**config.mk**
```make
export PLATFORM = sky130hd
export DESIGN_NAME = wave_capture_wr_flat
export DESIGN_NICKNAME = d
export VERILOG_FILES = /design/src/rtl/osc_pkg.sv /design/src/rtl/wave_capture_wr_if.sv /design/src/rtl/wave_trig_detect.sv /design/src/rtl/wave_capture_wr.sv /design/src/flat_wrapper.sv
export SDC_FILE = /design/constraint.sdc
export NUM_CORES = 1
export LEC_CHECK = 0
export BUFFER_PORTS_ARGS = -buffer_cell sky130_fd_sc_hd__buf_4
export CORE_UTILIZATION = 40
export DETAILED_ROUTE_END_ITERATION = 8
export GPL_TIMING_DRIVEN = 0
export SLEW_MARGIN = 20
export SYNTH_ARGS = -nofsm -noshare
export SYNTH_HDL_FRONTEND = slang
export SYNTH_SLANG_ARGS = --single-unit
```
**constraint.sdc**
```tcl
create_clock -name clk -period 4.3 [get_ports clk]
set_input_delay 1.075 -clock clk [delete_from_list [all_inputs] [get_ports clk]]
set_output_delay 1.075 -clock clk [all_outputs]
set_load 0.01 [all_outputs]
```
**src/rtl/osc_pkg.sv**
```systemverilog
// Shared widths, FSM encoding and trigger constants for the waveform capture path.
`timescale 1ns/1ps
package osc_pkg;

  localparam int unsigned SAMPLE_W = 12;
  localparam int unsigned ADDR_W   = 10;
  localparam int unsigned DECIM_W  = 8;

  localparam logic [1:0] ST_IDLE    = 2'd0;
  localparam logic [1:0] ST_ARMED   = 2'd1;
  localparam logic [1:0] ST_CAPTURE = 2'd2;
  localparam logic [1:0] ST_HOLD    = 2'd3;

  localparam logic TRIG_RISE = 1'b0;
  localparam logic TRIG_FALL = 1'b1;

  // Settings snapshot taken at each arm
  typedef struct packed {
    logic [DECIM_W-1:0]  decim;
    logic [SAMPLE_W-1:0] level;
    logic                slope;
  } arm_cfg_t;

endpackage

```
**src/rtl/wave_capture_wr_if.sv**
```systemverilog
// ADC sample stream in and waveform-RAM write port out, bundled for the capture block.
`timescale 1ns/1ps
interface wave_capture_wr_if;
  import osc_pkg::*;

  logic                adc_valid;
  logic [SAMPLE_W-1:0] adc_data;
  logic                ram_wr_en;
  logic [ADDR_W-1:0]   ram_wr_addr;
  logic [SAMPLE_W-1:0] ram_wr_data;

  modport master (
    output adc_valid, adc_data,
    input  ram_wr_en, ram_wr_addr, ram_wr_data
  );

  modport slave (
    input  adc_valid, adc_data,
    output ram_wr_en, ram_wr_addr, ram_wr_data
  );

endinterface

```
**src/rtl/wave_trig_detect.sv**
```systemverilog
// Combinational level-crossing detector between the previous and current accepted sample.
`timescale 1ns/1ps
module wave_trig_detect
  import osc_pkg::*;
(
  input  logic [SAMPLE_W-1:0] prev,
  input  logic [SAMPLE_W-1:0] cur,
  input  logic                prev_valid,
  input  logic [SAMPLE_W-1:0] level,
  input  logic                slope,
  output logic                hit_c
);

  always_comb begin
    hit_c = 1'b0;
    if (prev_valid) begin
      if (slope == TRIG_RISE) begin
        hit_c = (prev < level) && (cur >= level);
      end else begin
        hit_c = (prev > level) && (cur <= level);
      end
    end
  end

endmodule

```
**src/rtl/wave_capture_wr.sv**
```systemverilog
// Decimating, triggered capture of one screen-width record into the waveform RAM,
// held until the display finishes a frame so scan-out never sees a half-written trace.
`timescale 1ns/1ps
module wave_capture_wr
  import osc_pkg::*;
#(
  parameter int unsigned DEPTH        = 640,
  parameter int unsigned AUTO_TIMEOUT = 4096
) (
  input  logic                clk,
  input  logic                rst_n,
  input  logic                run,
  input  logic [DECIM_W-1:0]  decim,
  input  logic [SAMPLE_W-1:0] trig_level,
  input  logic                trig_slope,
  input  logic                frame_end,
  wave_capture_wr_if.slave    bus,
  output logic                busy,
  output logic                capture_done,
  output logic                auto_trig
);

  localparam int unsigned       TO_W      = $clog2(AUTO_TIMEOUT + 2);
  localparam logic [ADDR_W-1:0] LAST_ADDR = ADDR_W'(DEPTH - 1);
  localparam logic [TO_W-1:0]   TO_LIMIT  = TO_W'(AUTO_TIMEOUT);
  localparam bit                AUTO_EN   = (AUTO_TIMEOUT != 0);

  logic [1:0]          state_q, state_d;
  arm_cfg_t            cfg_q, cfg_d;
  logic [DECIM_W-1:0]  dcnt_q, dcnt_d;
  logic [TO_W-1:0]     timeout_q, timeout_d;
  logic [ADDR_W-1:0]   addr_q, addr_d;
  logic [SAMPLE_W-1:0] prev_q, prev_d;
  logic                prev_valid_q, prev_valid_d;
  logic                wr_en_q, wr_en_d;
  logic [ADDR_W-1:0]   wr_addr_q, wr_addr_d;
  logic [SAMPLE_W-1:0] wr_data_q, wr_data_d;
  logic                busy_q, busy_d;
  logic                done_q, done_d;
  logic                auto_q, auto_d;

  logic accept_c;
  logic hit_c;
  logic do_write_c;
  logic arm_c;

  assign accept_c = bus.adc_valid && (dcnt_q == '0);

  wave_trig_detect u_trig (
    .prev       (prev_q),
    .cur        (bus.adc_data),
    .prev_valid (prev_valid_q),
    .level      (cfg_q.level),
    .slope      (cfg_q.slope),
    .hit_c      (hit_c)
  );

  always_ff @(posedge clk or negedge rst_n) begin
    if (!rst_n) begin
      state_q      <= ST_IDLE;
      cfg_q        <= '0;
      dcnt_q       <= '0;
      timeout_q    <= '0;
      addr_q       <= '0;
      prev_q       <= '0;
      prev_valid_q <= 1'b0;
      wr_en_q      <= 1'b0;
      wr_addr_q    <= '0;
      wr_data_q    <= '0;
      busy_q       <= 1'b0;
      done_q       <= 1'b0;
      auto_q       <= 1'b0;
    end else begin
      state_q      <= state_d;
      cfg_q        <= cfg_d;
      dcnt_q       <= dcnt_d;
      timeout_q    <= timeout_d;
      addr_q       <= addr_d;
      prev_q       <= prev_d;
      prev_valid_q <= prev_valid_d;
      wr_en_q      <= wr_en_d;
      wr_addr_q    <= wr_addr_d;
      wr_data_q    <= wr_data_d;
      busy_q       <= busy_d;
      done_q       <= done_d;
      auto_q       <= auto_d;
    end
  end

  always_comb begin
    state_d      = state_q;
    cfg_d        = cfg_q;
    dcnt_d       = dcnt_q;
    timeout_d    = timeout_q;
    addr_d       = addr_q;
    prev_d       = prev_q;
    prev_valid_d = prev_valid_q;
    wr_en_d      = 1'b0;
    wr_addr_d    = wr_addr_q;
    wr_data_d    = wr_data_q;
    done_d       = 1'b0;
    auto_d       = auto_q;
    do_write_c   = 1'b0;
    arm_c        = 1'b0;

    if (bus.adc_valid) begin
      dcnt_d = accept_c ? cfg_q.decim : dcnt_q - DECIM_W'(1);
    end

    case (state_q)
      ST_IDLE: begin
        if (run) arm_c = 1'b1;
      end
      ST_ARMED: begin
        if (accept_c) begin
          prev_d       = bus.adc_data;
          prev_valid_d = 1'b1;
          if (hit_c) begin
            do_write_c = 1'b1;
          end else if (AUTO_EN && (timeout_q + TO_W'(1) == TO_LIMIT)) begin
            do_write_c = 1'b1;
            auto_d     = 1'b1;
          end else if (AUTO_EN) begin
            timeout_d = timeout_q + TO_W'(1);
          end
        end
      end
      ST_CAPTURE: begin
        if (accept_c) do_write_c = 1'b1;
      end
      ST_HOLD: begin
        if (frame_end) begin
          if (run) arm_c = 1'b1;
          else     state_d = ST_IDLE;
        end
      end
      default: state_d = ST_IDLE;
    endcase

    // Registered write; the record ends on the last address without wrapping
    if (do_write_c) begin
      wr_en_d   = 1'b1;
      wr_addr_d = addr_q;
      wr_data_d = bus.adc_data;
      if (addr_q == LAST_ADDR) begin
        done_d  = 1'b1;
        state_d = ST_HOLD;
      end else begin
        addr_d  = addr_q + ADDR_W'(1);
        state_d = ST_CAPTURE;
      end
    end

    if (arm_c) begin
      cfg_d        = '{decim: decim, level: trig_level, slope: trig_slope};
      dcnt_d       = '0;
      timeout_d    = '0;
      addr_d       = '0;
      prev_valid_d = 1'b0;
      auto_d       = 1'b0;
      state_d      = ST_ARMED;
    end

    busy_d = (state_d == ST_ARMED) || (state_d == ST_CAPTURE);
  end

  assign bus.ram_wr_en   = wr_en_q;
  assign bus.ram_wr_addr = wr_addr_q;
  assign bus.ram_wr_data = wr_data_q;
  assign busy            = busy_q;
  assign capture_done    = done_q;
  assign auto_trig       = auto_q;

endmodule
```
**src/flat_wrapper.sv**
```systemverilog
// flat-port wrapper written by rule: the top's interface ports become plain ports
module wave_capture_wr_flat import osc_pkg::*;
#(
  parameter int unsigned DEPTH        = 640,
  parameter int unsigned AUTO_TIMEOUT = 4096
)
  (clk, rst_n, run, decim, trig_level, trig_slope, frame_end, busy, capture_done, auto_trig, bus_adc_valid, bus_adc_data, bus_ram_wr_en, bus_ram_wr_addr, bus_ram_wr_data);
  wave_capture_wr_if bus_i ();
  input  logic clk;
  input  logic rst_n;
  input  logic run;
  input  logic [DECIM_W-1:0] decim;
  input  logic [SAMPLE_W-1:0] trig_level;
  input  logic trig_slope;
  input  logic frame_end;
  output logic busy;
  output logic capture_done;
  output logic auto_trig;
  input wire logic [$bits(bus_i.adc_valid)-1:0] bus_adc_valid;
  input wire logic [$bits(bus_i.adc_data)-1:0] bus_adc_data;
  output wire logic [$bits(bus_i.ram_wr_en)-1:0] bus_ram_wr_en;
  output wire logic [$bits(bus_i.ram_wr_addr)-1:0] bus_ram_wr_addr;
  output wire logic [$bits(bus_i.ram_wr_data)-1:0] bus_ram_wr_data;
  assign bus_i.adc_valid = bus_adc_valid;
  assign bus_i.adc_data = bus_adc_data;
  assign bus_ram_wr_en = bus_i.ram_wr_en;
  assign bus_ram_wr_addr = bus_i.ram_wr_addr;
  assign bus_ram_wr_data = bus_i.ram_wr_data;
  wave_capture_wr #(.DEPTH(DEPTH), .AUTO_TIMEOUT(AUTO_TIMEOUT)) u_core (.clk(clk), .rst_n(rst_n), .run(run), .decim(decim), .trig_level(trig_level), .trig_slope(trig_slope), .frame_end(frame_end), .bus(bus_i), .busy(busy), .capture_done(capture_done), .auto_trig(auto_trig));
endmodule
```
==> impl_metrics.json, run 1 <==
{
  "die_w_um": 115,
  "regArea_um2": 2330,
  "globalplace.congestion": 0.847,
  "p_leak_nw": 2.92,
  "critPathKind": "in2reg",
  "drv_cap": 0,
  "critPathTopFamily": "compound AO/OA/AOI/OAI gates",
  "cpPeakStageDelay_ps": 680,
  "synthArstFlopShare_pct": 100,
  "ys_seq_area_share_pct": 45.8,
  "antenna_cells": 0,
  "synth_enable_flop_cells": 0,
  "antenna_found_initial": 0,
  "arrival_ps": 3760,
  "worstPathMaxFanout": 10,
  "die-area_um2": 13100,
  "tightest_slew_ps": 941,
  "setup_viol": 0,
  "holdPathStages": 2,
  "routed_wl_mm": 11.7,
  "grt_pass1_wl_mm": 19.2,
  "powerDensity_nw_per_um2": 515,
  "grt_use_total_pct": 19.1,
  "hold_class": "reg2reg",
  "grt_pass1_vias": 3798,
  "drt_iter0_drc": 237,
  "nets": 658,
  "numClockSinks": 93,
  "die_h_um": 115,
  "rsz0062_at_grt": "false",
  "r2r_cells": 9,
  "clk_pin_slew_ps": 60,
  "gr-total-overflow": 0,
  "mappedNetlistArea_um2": 5080,
  "finClkSkew_ps": 7.87,
  "cts_tree": "yes",
  "status": "finished, final reports clean",
  "final.setup.tns_ps": 0,
  "port_buffers": 63,
  "syn_avg_cell_area_um2": 9.88,
  "clockBufferDepth": 2,
  "p_total_mw": 3.14,
  "post-dp-hpwl_mm": 8.29,
  "netlist_instances": 514,
  "worstSetupEndpointType": "register",
  "num-fill-cells": 1175,
  "ys_types": 66,
  "cts_setup_buffers": 0,
  "post-route-period-util_pct": 82.1,
  "crit_chain": "buf_4 > ha_1 > nand4_1 > a311oi_1 > nor3_1 > o31ai_2 > o211ai_4 > nand2_2 > buf_6 > mux2_2",
  "cts_buffers": 9,
  "vias_per_cell": 5.28,
  "area_growth_syn_to_layout_pct": 19.8,
  "post-route-min-period_ps": 3530,
  "drc_errors": 0,
  "fp-row-count": 40,
  "vias": 4016,
  "crit_required_ps": 4530,
  "grt_max_degree": 94,
  "design_area_um2": 6080,
  "multi_input_area_um2": 2530,
  "fmax_ghz": 0.283,
  "final_layout_size_suffix_gt1_share_pct": 22.0,
  "crit_path_top_delay_cell": "o31ai_2",
  "clk_latency_ps": 340,
  "slew_headroom_pct": 36.4,
  "ys.flop_type": "dfrtp_1",
  "cp_num_cells": 10,
  "design.core.area_um2": 12200,
  "slew_violations": 0,
  "ys_warn_count": 0,
  "placed_cell_area_um2": 5760,
  "cts.repair.resized": 0,
  "critPathLaunchType": "input pin",
  "pin_count": 64,
  "worst_ir_drop_vdd_uv": 217,
  "drt_pre_antenna_iters": 4,
  "root_buffer": "clkbuf_16",
  "hold_buffers": 0,
  "syn_nets": 584,
  "crit_buf_inv": 2,
  "postSynthRegisterBits": 93,
  "initial_core_util_pct": 41.6,
  "ant_nets": 0,
  "routedWlPerCell_um": 15.4,
  "hold_viol_final": 0,
  "htreeDepth": 3
}
-- cells in the mapped netlist, types with 3 or more instances --
| cell type | instances | share of area [%] |
|---|---|---|
| nor4_1 | 5 | 0.62 |
| clkbuf_1 | 12 | 0.89 |
| or3_1 | 5 | 0.62 |
| o211ai_1 | 8 | 1.2 |
| buf_1 | 3 | 0.22 |
| inv_1 | 25 | 1.8 |
| a21oi_1 | 24 | 2.4 |
| o31ai_1 | 3 | 0.44 |
| o2111ai_1 | 4 | 0.69 |
| buf_6 | 4 | 0.89 |
| and2_1 | 3 | 0.37 |
| or4_1 | 7 | 1.0 |
| nand4_1 | 13 | 1.6 |
| nand2_1 | 83 | 6.1 |
| and3_1 | 8 | 0.99 |
| nor3_1 | 10 | 0.99 |
| a211oi_1 | 4 | 0.59 |
| o21ai_0 | 25 | 2.5 |
| mux2i_1 | 8 | 1.6 |
| a211o_1 | 3 | 0.52 |
| or2_2 | 3 | 0.37 |
| buf_2 | 3 | 0.30 |
| dfrtp_1 | 93 | 46 |
| ha_1 | 32 | 7.9 |
| nand3_1 | 18 | 1.8 |
| mux2_2 | 30 | 6.7 |
| nor2_1 | 20 | 1.5 |
| nand2b_1 | 8 | 0.99 |
| mux2_1 | 3 | 0.67 |
-- report_power, final --
part           total, mW  internal (mW)  switching [mW]  leakage (nW)
Combinational       1.02          0.441           0.580          1.54
Sequential          1.25           1.11           0.144          1.23
Clock              0.865          0.525           0.340         0.153
Total               3.14           2.07            1.06          2.92
-- final timing paths --
kind	start	endpoint	slack (ps)
max	bus_adc_data[11]	u_core.bus.ram_wr_data[3]	770
min reg2reg	u_core.cfg_q[19]	u_core.cfg_q[19]	480
min	u_core.cfg_q[19]	u_core.cfg_q[19]	480
max reg2reg	u_core.prev_q[1]	u_core.bus.ram_wr_data[3]	1130
max in group asynchronous	rst_n	u_core.cfg_q[0]	2910
min in group asynchronous	rst_n	u_core.bus.ram_wr_addr[1]	800
-- cells by family (layout without fill, tap and decap cells) --
| family | after synthesis | after routing | share of synthesized area [%] |
|---|---|---|---|
| mux | 41 | 41 | 8.90 |
| simple gates | 197 | 197 | 19.3 |
| flops | 93 | 93 | 45.8 |
| xor+xnor | 4 | 4 | 0.690 |
| buf+inv | 50 | 128 | 4.49 |
| fa+ha+maj | 32 | 32 | 7.89 |
| compound gates | 97 | 97 | 12.9 |
-- cell usage in the layout (no fill, tap or decap), drive strengths merged, types with 4 or more instances in the layout --
| cell | count |
|---|---|
| o211ai | 9 |
| nor3 | 10 |
| nand2 | 85 |
| buf | 74 |
| nor2 | 20 |
| nand3 | 19 |
| clkbuf | 26 |
| mux2 | 33 |
| nand2b | 8 |
| o2111ai | 4 |
| mux2i | 8 |
| and3 | 8 |
| nand4 | 13 |
| or3 | 5 |
| o21ai | 26 |
| or4b | 4 |
| or4 | 7 |
| ha | 32 |
| dfrtp | 93 |
| a211oi | 4 |
| a21oi | 24 |
| inv | 26 |
| nor4 | 5 |
-- tightest hold or removal path: stages, from the launching register on --
cell     delay (ps)
dfrtp_1         350
nand2_1          50
nand2_1          50
-- cell type report --
class,count,area share (%)
plain buffers,25,2.20
clock buffers,12,4.05
clock inverters,3,1.13
inverters,25,1.54
multi-input cells,371,41.5
flip-flops and latches,93,38.3
well taps,168,3.46
repair buffers,63,7.84
-- metrics by stage --
step	hold slack (ps)	setup slack (ps)	util, %	std cells
3_3_place_gp	461	240	47.2	745
3_5_place_dp	473	123	47.2	745
6_report	480	772	49.8	760
5_1_grt	509	624	49.8	760
4_1_cts	490	479	49.8	760
2_1_floorplan	440	883	-	514
-- sequential cells by signal (all words and copies together) (netlist names) --
| signal | flops |
|---|---|
| u_core.addr_q | 10 |
| u_core.auto_trig | 1 |
| u_core.bus.ram_wr_addr | 10 |
| u_core.bus.ram_wr_data | 12 |
| u_core.bus.ram_wr_en | 1 |
| u_core.busy | 1 |
| u_core.capture_done | 1 |
| u_core.cfg_q | 21 |
| u_core.dcnt_q | 8 |
| u_core.prev_q | 12 |
| u_core.prev_valid_q | 1 |
| u_core.state_q | 2 |
| u_core.timeout_q | 13 |
-- routing by layer --
metal | GRT usage (%) | part of all wire (%) | wire, µm | up-vias
met5 | 0 | 0 | 0 | -
met4 | 7.36 | 1.3 | 153 | 0
met3 | 3.18 | 4.2 | 492 | 11
met2 | 28.9 | 46 | 5420 | 90
met1 | 27.2 | 48 | 5670 | 1916
li1 | - | - | - | 1999
(Power assumes the default switching activity.)
==> run 2: changes to the inputs <==
==> constraint.sdc (replaced) <==
create_clock -name clk -period 3.1 [get_ports clk]
set_input_delay 0.775 -clock clk [delete_from_list [all_inputs] [get_ports clk]]
set_output_delay 0.775 -clock clk [all_outputs]
set_load 0.01 [all_outputs]
==> impl_metrics.json, run 2 (synthesis gave the netlist of run 1 again) <==
{
  "top_register": "u_core.cfg_q",
  "setup_viol": 0,
  "design.core.area_um2": 12200,
  "ant_nets": 0,
  "tightest_slew_ps": 861,
  "place_ws_ps": -328,
  "grt_pass1_wl_mm": 19.8,
  "cts_buffers": 9,
  "final_layout_size_suffix_gt1_share_pct": 25.4,
  "nets": 665,
  "crit_path_top_delay_cell": "or4b_4",
  "grt_use_total_pct": 19.3,
  "die_h_um": 115,
  "antenna_found_initial": 0,
  "crit_required_ps": 3390,
  "setup_ws_ps": 89.1,
  "antenna_cells": 0,
  "clk_pin_slew_ps": 70,
  "cts_tree": "yes",
  "critPathKind": "reg2reg",
  "clk_latency_ps": 350,
  "hold_buffers": 0,
  "post-route-period-util_pct": 97.1,
  "reg.largest.list": "u_core.cfg_q (21), u_core.timeout_q (13)",
  "cpPeakStageDelay_ps": 530,
  "htreeDepth": 3,
  "fmax_ghz": 0.332,
  "layout_common_cells": "dfrtp_1 (93), nand2_1 (82), buf_4 (69)",
  "layout.cells.most_common": "dfrtp_1",
  "holdWs_ps": 475,
  "vias": 4146,
  "fp-row-count": 40,
  "gr-total-overflow": 0,
  "drc_errors": 0,
  "globalplace.congestion": 0.782,
  "crit_top_cell": "buf_6",
  "numClockSinks": 93,
  "area_growth_syn_to_layout_pct": 21.9,
  "grt_max_degree": 94,
  "fin_util_pct": 50.7,
  "vias_per_cell": 5.41,
  "port_buffers": 63,
  "worst_ir_drop_vdd_uv": 372,
  "p_leak_nw": 2.95,
  "pin_count": 64,
  "hold_class": "reg2reg",
  "powerDensity_nw_per_um2": 713,
  "post-route-min-period_ps": 3010,
  "slew_headroom_pct": 42.6,
  "die-area_um2": 13100,
  "largest_register_ff_count": 21,
  "drt_iter0_drc": 192,
  "drt_pre_antenna_iters": 4,
  "worstPathMaxFanout": 9,
  "drv_cap": 0,
  "die_w_um": 115,
  "root_buffer": "clkbuf_16",
  "worstSetupEndpointType": "register",
  "clockBufferDepth": 2,
  "arrival_ps": 3300,
  "routedWlPerCell_um": 15.1,
  "initial_core_util_pct": 41.6,
  "grt_pass1_vias": 4048,
  "status": "finished, final reports clean",
  "routed_wl_mm": 11.6,
  "slew_violations": 0,
  "crit_chain": "ha_1 > a21oi_2 > a21oi_1 > a2111o_1 > and3_1 > buf_6 > or4b_4 > buf_6 > or4_4 > nand2_2",
  "hold_viol_final": 0,
  "post-dp-hpwl_mm": 8.33,
  "critPathLaunchType": "register",
  "finClkSkew_ps": 11.4
}
-- run 2: changes by cell type in the layout (fill, tap and decap cells not counted), moves of 2 or more --
| cell | change |
|---|---|
| clkinvlp_4 | +2 |
| inv_1 | -3 |
| buf_4 | +6 |
| nor4_2 | +2 |
| inv_2 | +3 |
| o21ai_0 | -2 |
| o21ai_1 | +2 |
| nor4_1 | -2 |
-- run 2: worst max-delay path, delay by kind of cell (launching register included) --
kind / cells / cell delay (ps)
simple gates: 4 / 1250
compound gates: 3 / 650
fa+ha+maj: 1 / 350
flops: 1 / 390
buf+inv: 2 / 300
-- run 2: path summary, 6_finish.rpt --
path	startpoint	end	slack [ps]	cells past startpoint
max reg2reg	u_core.prev_q[7]	u_core.timeout_q[5]	90	10
min	u_core.cfg_q[15]	u_core.cfg_q[15]	470	2
max in group asynchronous	rst_n	u_core.bus.ram_wr_addr[8]	2000	1
min reg2reg	u_core.cfg_q[15]	u_core.cfg_q[15]	470	2
min in group asynchronous	rst_n	u_core.timeout_q[9]	500	1
max	u_core.prev_q[7]	u_core.timeout_q[5]	90	10
-- run 2: cell type report --
class	count	area (µm²)
clock buffers	12	256
clock inverters	3	45.0
well taps	168	210
plain buffers	25	135
inverters	25	93.8
repair buffers	70	527
fillers	1186	6030
flip-flops and latches	93	2330
multi-input cells	371	2590
-- run 2: per-stage QoR --
stage               setup TNS, ps  cell area (µm²)  total power [mW]  instances
floorplan                       0             5080              2.72        514
global placement            -9970             5760              3.11        745
detailed placement         -10060             5770              3.16        745
global route                -40.8             6190              4.76        767
finish                          0             6190              4.41        767
CTS                         -59.4             6090              4.32        760
-- run 2: per-layer routing --
metal  track usage [%]  vias to the layer above  share of wire (%)
met5                 0                        -                  0
met4              6.15                        0                1.2
met2              31.5                       64                 50
met3              3.97                       10                3.0
met1              25.6                     2055                 46
li1                  -                     2017                  -
-- run 2: where the power goes --
group	internal [mW]	total [mW]	switching [mW]
Combinational	0.696	1.53	0.833
Clock	0.665	1.14	0.470
Sequential	1.53	1.74	0.210
-- run 2: timing repair --
item	4_1_cts	5_1_grt
pin swaps	1	8
gates resized for setup	3	15
setup endpoints to repair	26	46
buffers inserted	0	6
gates cloned	0	1
